--- src/rtl/chunk_serial_adder_pkg.sv ---
// Shared types and helpers for the chunk-serial adder.
package chunk_serial_adder_pkg;

  typedef enum logic [1:0] {IDLE, BUSY, DONE} csa_state_e;

  // Counter width for NCHUNK slices; a single-slice build still needs one bit.
  function automatic int unsigned csa_cnt_width(input int unsigned nchunk);
    return (nchunk > 1) ? $clog2(nchunk) : 1;
  endfunction

endpackage

--- src/rtl/chunk_serial_adder_add_chunk.sv ---
// Combinational CHUNK-bit ripple-carry adder built from full-adder slices.
module add_chunk #(
  parameter int unsigned CHUNK = 4
) (
  input  logic [CHUNK-1:0] i_a,
  input  logic [CHUNK-1:0] i_b,
  input  logic             i_cin,
  output logic [CHUNK-1:0] o_sum,
  output logic             o_cout
);

  logic [CHUNK:0] w_c;

  assign w_c[0] = i_cin;

  for (genvar i = 0; i < CHUNK; i++) begin : g_fa
    assign o_sum[i]  = i_a[i] ^ i_b[i] ^ w_c[i];
    assign w_c[i+1]  = (i_a[i] & i_b[i]) | (w_c[i] & (i_a[i] ^ i_b[i]));
  end

  assign o_cout = w_c[CHUNK];

endmodule

--- src/rtl/chunk_serial_adder.sv ---
// Multi-cycle unsigned adder: CHUNK bits per clock with a registered ripple carry.
// Optional signed-overflow flag out_ovf when CHUNK_SERIAL_ADDER_OVF_EN is defined.
module chunk_serial_adder
  import chunk_serial_adder_pkg::*;
#(
  parameter int unsigned WIDTH = 16,
  parameter int unsigned CHUNK = 4
) (
  input  logic             clk,
  input  logic             rst_n,
  input  logic             in_valid,
  output logic             in_ready,
  input  logic [WIDTH-1:0] in_a,
  input  logic [WIDTH-1:0] in_b,
  input  logic             in_cin,
  output logic             out_valid,
  input  logic             out_ready,
  output logic [WIDTH-1:0] out_sum,
`ifdef CHUNK_SERIAL_ADDER_OVF_EN
  output logic             out_ovf,
`endif
  output logic             out_cout
);

  localparam int unsigned CHUNK_SAFE = (CHUNK > 0) ? CHUNK : 1;
  localparam int unsigned NCHUNK     = WIDTH / CHUNK_SAFE;
  localparam int unsigned CW         = csa_cnt_width(NCHUNK);
  localparam logic [CW-1:0] LAST_CNT = CW'(NCHUNK - 1);

  if (WIDTH < 1 || CHUNK < 1 || CHUNK > WIDTH || (WIDTH % CHUNK_SAFE) != 0) begin : g_param_err
    $error("chunk_serial_adder: need 1 <= CHUNK <= WIDTH and WIDTH %% CHUNK == 0");
  end

  csa_state_e       r_state, w_state_d;
  logic [CW-1:0]    r_cnt, w_cnt_d;
  logic [WIDTH-1:0] r_a, w_a_d;
  logic [WIDTH-1:0] r_b, w_b_d;
  logic [WIDTH-1:0] r_sum, w_sum_d;
  logic             r_carry, w_carry_d;
  logic             r_cout, w_cout_d;
`ifdef CHUNK_SERIAL_ADDER_OVF_EN
  logic             r_ovf, w_ovf_d;
`endif

  logic [31:0]      w_base;
  logic [CHUNK-1:0] w_a_slice;
  logic [CHUNK-1:0] w_b_slice;
  logic [CHUNK-1:0] w_s;
  logic             w_c;

  assign w_base    = 32'(r_cnt) * CHUNK;
  assign w_a_slice = r_a[w_base +: CHUNK];
  assign w_b_slice = r_b[w_base +: CHUNK];

  add_chunk #(
    .CHUNK (CHUNK)
  ) u_add_chunk (
    .i_a    (w_a_slice),
    .i_b    (w_b_slice),
    .i_cin  (r_carry),
    .o_sum  (w_s),
    .o_cout (w_c)
  );

  always_comb begin
    w_state_d = r_state;
    w_cnt_d   = r_cnt;
    w_a_d     = r_a;
    w_b_d     = r_b;
    w_sum_d   = r_sum;
    w_carry_d = r_carry;
    w_cout_d  = r_cout;
`ifdef CHUNK_SERIAL_ADDER_OVF_EN
    w_ovf_d   = r_ovf;
`endif
    unique case (r_state)
      IDLE: begin
        if (in_valid) begin
          w_a_d     = in_a;
          w_b_d     = in_b;
          w_carry_d = in_cin;
          w_cnt_d   = '0;
          w_state_d = BUSY;
        end
      end
      BUSY: begin
        w_sum_d[w_base +: CHUNK] = w_s;
        w_carry_d                = w_c;
        if (r_cnt == LAST_CNT) begin
          w_cout_d  = w_c;
`ifdef CHUNK_SERIAL_ADDER_OVF_EN
          // Final slice holds the sum MSB.
          w_ovf_d   = (r_a[WIDTH-1] == r_b[WIDTH-1]) && (w_s[CHUNK-1] != r_a[WIDTH-1]);
`endif
          w_cnt_d   = '0;
          w_state_d = DONE;
        end else begin
          w_cnt_d = r_cnt + 1'b1;
        end
      end
      DONE: begin
        if (out_ready) w_state_d = IDLE;
      end
      default: w_state_d = IDLE;
    endcase
  end

  always_ff @(posedge clk or negedge rst_n) begin
    if (!rst_n) begin
      r_state <= IDLE;
    end else begin
      r_state <= w_state_d;
    end
  end

  always_ff @(posedge clk or negedge rst_n) begin
    if (!rst_n) begin
      r_cnt   <= '0;
      r_a     <= '0;
      r_b     <= '0;
      r_sum   <= '0;
      r_carry <= 1'b0;
      r_cout  <= 1'b0;
`ifdef CHUNK_SERIAL_ADDER_OVF_EN
      r_ovf   <= 1'b0;
`endif
    end else begin
      r_cnt   <= w_cnt_d;
      r_a     <= w_a_d;
      r_b     <= w_b_d;
      r_sum   <= w_sum_d;
      r_carry <= w_carry_d;
      r_cout  <= w_cout_d;
`ifdef CHUNK_SERIAL_ADDER_OVF_EN
      r_ovf   <= w_ovf_d;
`endif
    end
  end

  assign in_ready  = (r_state == IDLE);
  assign out_valid = (r_state == DONE);
  assign out_sum   = r_sum;
  assign out_cout  = r_cout;
`ifdef CHUNK_SERIAL_ADDER_OVF_EN
  assign out_ovf   = r_ovf;
`endif

endmodule

--- config.mk ---
export PLATFORM = sky130hd
export DESIGN_NAME = chunk_serial_adder
export DESIGN_NICKNAME = d
export VERILOG_FILES = /design/src/rtl/chunk_serial_adder_pkg.sv /design/src/rtl/chunk_serial_adder_add_chunk.sv /design/src/rtl/chunk_serial_adder.sv
export SDC_FILE = /design/constraint.sdc
export NUM_CORES = 1
export LEC_CHECK = 0
export ABC_AREA = 0
export CAP_MARGIN = 20
export CORE_MARGIN = 1.5
export CORE_UTILIZATION = 50
export CTS_BUF_LIST = sky130_fd_sc_hd__clkbuf_4
export CTS_CLUSTER_SIZE = 14
export DETAILED_ROUTE_END_ITERATION = 8
export PLACE_DENSITY_LB_ADDON = 0.3
export REMOVE_ABC_BUFFERS = 1
export SLEW_MARGIN = 20
export SYNTH_ARGS = -nofsm -noshare
export SYNTH_HDL_FRONTEND = slang
export SYNTH_SLANG_ARGS = --single-unit
--- constraint.sdc ---
create_clock -name clk -period 7.22 [get_ports clk]
set_clock_uncertainty 0.2 [all_clocks]
set_input_delay 1.083 -clock clk [delete_from_list [all_inputs] [get_ports clk]]
set_output_delay 1.083 -clock clk [all_outputs]
set_load 0.1 [all_outputs]
==> summary.md <==
| Metric | Value |
|---|---|
| Post-synth ARST share | `1.00` |
| Critical Path End Type | `output port` |
| Layout cell share with drive strength beyond 1 | `0.228` |
| Vias in the first global route | `roughly 1700` |
| Clock transition at path regs | `150 ps` |
| CTS resizes | `0` |
| Cells after Synth | `roughly 190` |
| Vias | `1637` |
| Synth area leader | `dfrtp_1` |
| Die H | `74.7 um` |
| Initial Utilization | `0.531` |
| Crit Path Max Fanout | `11` |
| Final wirelength | `4.53 mm` |
| Req. time, crit path | `5940 ps` |
| Synthesis-to-layout area growth | `24.8%` |
| Setup_tns | `0 ps` |
| I/O pin cnt | `56` |
| Post-synth EDFFs | `0` |
| Root Driver | `clkbuf_4` |
| Post-CTS Setup Repair Bufs | `0` |
| YS warnings | `0` |
| First-pass GRT wire length | `roughly 7.6 mm` |
| Worst-margin pin slew | `978 ps` |
| Core area | `~0.0048 mm^2` |
| Status | `complete, no violations` |
| Final setup fails | `0` |
| Worst-Skew Late Latency | `380 ps` |
| Critical path class | `reg2out` |
| Hold Path Class | `reg2reg` |
| Relative slew slack | `0.346` |
| Port-buffer cells | `55` |
| Layout Cells excl Fill | `approximately 310` |
| Post-layout nets | `between 200 and 300` |
| Die area | `~0.0056 mm^2` |
| Clock sink total | `54` |
| Top_reg_cell synth | `dfrtp_1` |
| # diodes | `0` |
| Worst slack, placed | `3620 ps` |
| Depth of the CTS H-tree | `2` |
| Total congestion overflow | `0` |
| Syn_area_per_cell | `roughly 14 um^2` |
| RSZ-0062 raised after global routing | `false` |
| Mapped Area | `0.00257 mm^2` |
| Inst Count DP | `300` |
| Final HPWL DP | `3.36 mm` |
| Seq cells post-synth | `54` |
| CTS Hold Bufs | `0` |
| Vias per inst | `5.31` |
| Num CTS Buffers | `5` |
| Reg2reg start | `r_cnt[0]$_DFFE_PN0P_` |
| CTS max path bufs | `2` |
| Initial DRT Pass Iterations | `4` |
| FMAX | `272 MHz` |
| Initial drt markers | `100` |
| Part of the cycle the worst path needs | `0.509` |
| Final Slew Violations | `0` |
| Worst setup path start | `r_state[0]$_DFFE_PN0P_` |
| Sequential-to-total area share from yosys stat | `0.525` |
| Tmin final | `3680 ps` |
| Chip Width | `74.7 um` |
| Final hold viol count | `0` |
| Area contributors post-synth | `dfrtp_1, mux2_2, mux4_2` |
| DRC Markers | `0` |
| Hold Crit Start | `out_sum[4]$_DFFE_PN0P_` |
| Worst Setup Start Kind | `flop` |
| Post-synth top cells | `dfrtp_1, mux2_2, nand2_1, inv_1` |
| Count leader, synth | `dfrtp_1` |
| Fill cells | `369` |
| Number of max-cap violations | `0` |
| Gr usage total | `0.183` |
| Crit path DAT | `2390 ps` |
| Num rows | `25` |
| Netlist cell types | `34` |
| Initial antenna violation count | `0` |
| Final WS setup | `around 3500 ps` |
| Largest net degree at the start of global routing | `55` |
| Final Util | `0.663` |
| Placer congestion estimate | `0.767` |
| TritonCTS clock tree | `yes` |
| Drt wl/cell | `14.7 um` |
| Post-synth top area share | `0.525` |
| Routed Antenna Nets | `0` |
[final cells by class]
type / instances / area [um^2] / area share
timing repair buffer: 57 / 561 / 0.174
clock buffer: 5 / 37.5 / 0.0117
multi-input combinational: 112 / 1100 / 0.343
clock inverter: 3 / 40.0 / 0.0125
tap: 67 / 83.8 / 0.0261
sequential: 54 / 1350 / 0.421
inverter: 10 / 37.5 / 0.0117
[worst max-delay path, stage by stage, from the launching register on]
cell and delay (ps):
dfrtp_1 580, nand2b_1 240, inv_1 70, clkdlybuf4s50_1 1130
[metal layers]
layer	up-vias	part of all wire	GRT usage
met5	-	0	0
met4	0	0.019	0.0747
met3	8	0.042	0.0509
met2	47	0.50	0.305
met1	807	0.44	0.229
li1	775	-	-
[kinds of logic (layout without fill, tap and decap cells)]
family | after synthesis | count (layout) | share of synthesized area
AND/OR/NAND/NOR | 38 | 38 | 0.0890
AO/OA/AOI/OAI | 23 | 23 | 0.0632
multiplexers | 41 | 41 | 0.216
flip-flops | 54 | 54 | 0.525
buffers and inverters | 19 | 75 | 0.0467
adder cells (fa/ha/maj) | 10 | 10 | 0.0603
[worst paths after layout]
kind                                           end  slack, ps  depth (start not counted)
max                                      out_valid       3540                          3
min in group asynchronous  out_sum[10]$_DFFE_PN0P_        590                          2
min                         out_sum[4]$_DFFE_PN0P_        290                          2
max in group asynchronous       r_a[8]$_DFFE_PN0P_       5780                          2
max reg2reg                 out_sum[3]$_DFFE_PN0P_       3650                          9
min reg2reg                 out_sum[4]$_DFFE_PN0P_        290                          2
[cells in the final DEF, fill, tap and decap left out, types with 4 or more instances in the layout]
master,instances
clkdlybuf4s50_1,54
dfrtp_1,54
mux2_2,30
nand2_1,15
inv_1,10
mux4_2,8
o31ai_1,8
o21ai_0,6
ha_1,6
nand3_1,5
clkbuf_4,5
fa_1,4
[per-stage QoR]
step	area (um^2)	hold slack (ps)
floorplan	2490	252
global placement	3140	260
detailed placement	3140	265
CTS	3210	298
global route	3210	314
finish	3210	293
[state kept, by name, indices dropped and copies added, names as in the netlist]
| name | count |
|---|---|
| r_state | 2 |
| r_a | 16 |
| r_cnt | 2 |
| out_sum | 16 |
| r_carry | 1 |
| r_b | 16 |
| out_cout | 1 |
Power is not shown: default switching activity piles up to over one toggle a cycle in this logic, so the estimate is an artifact.
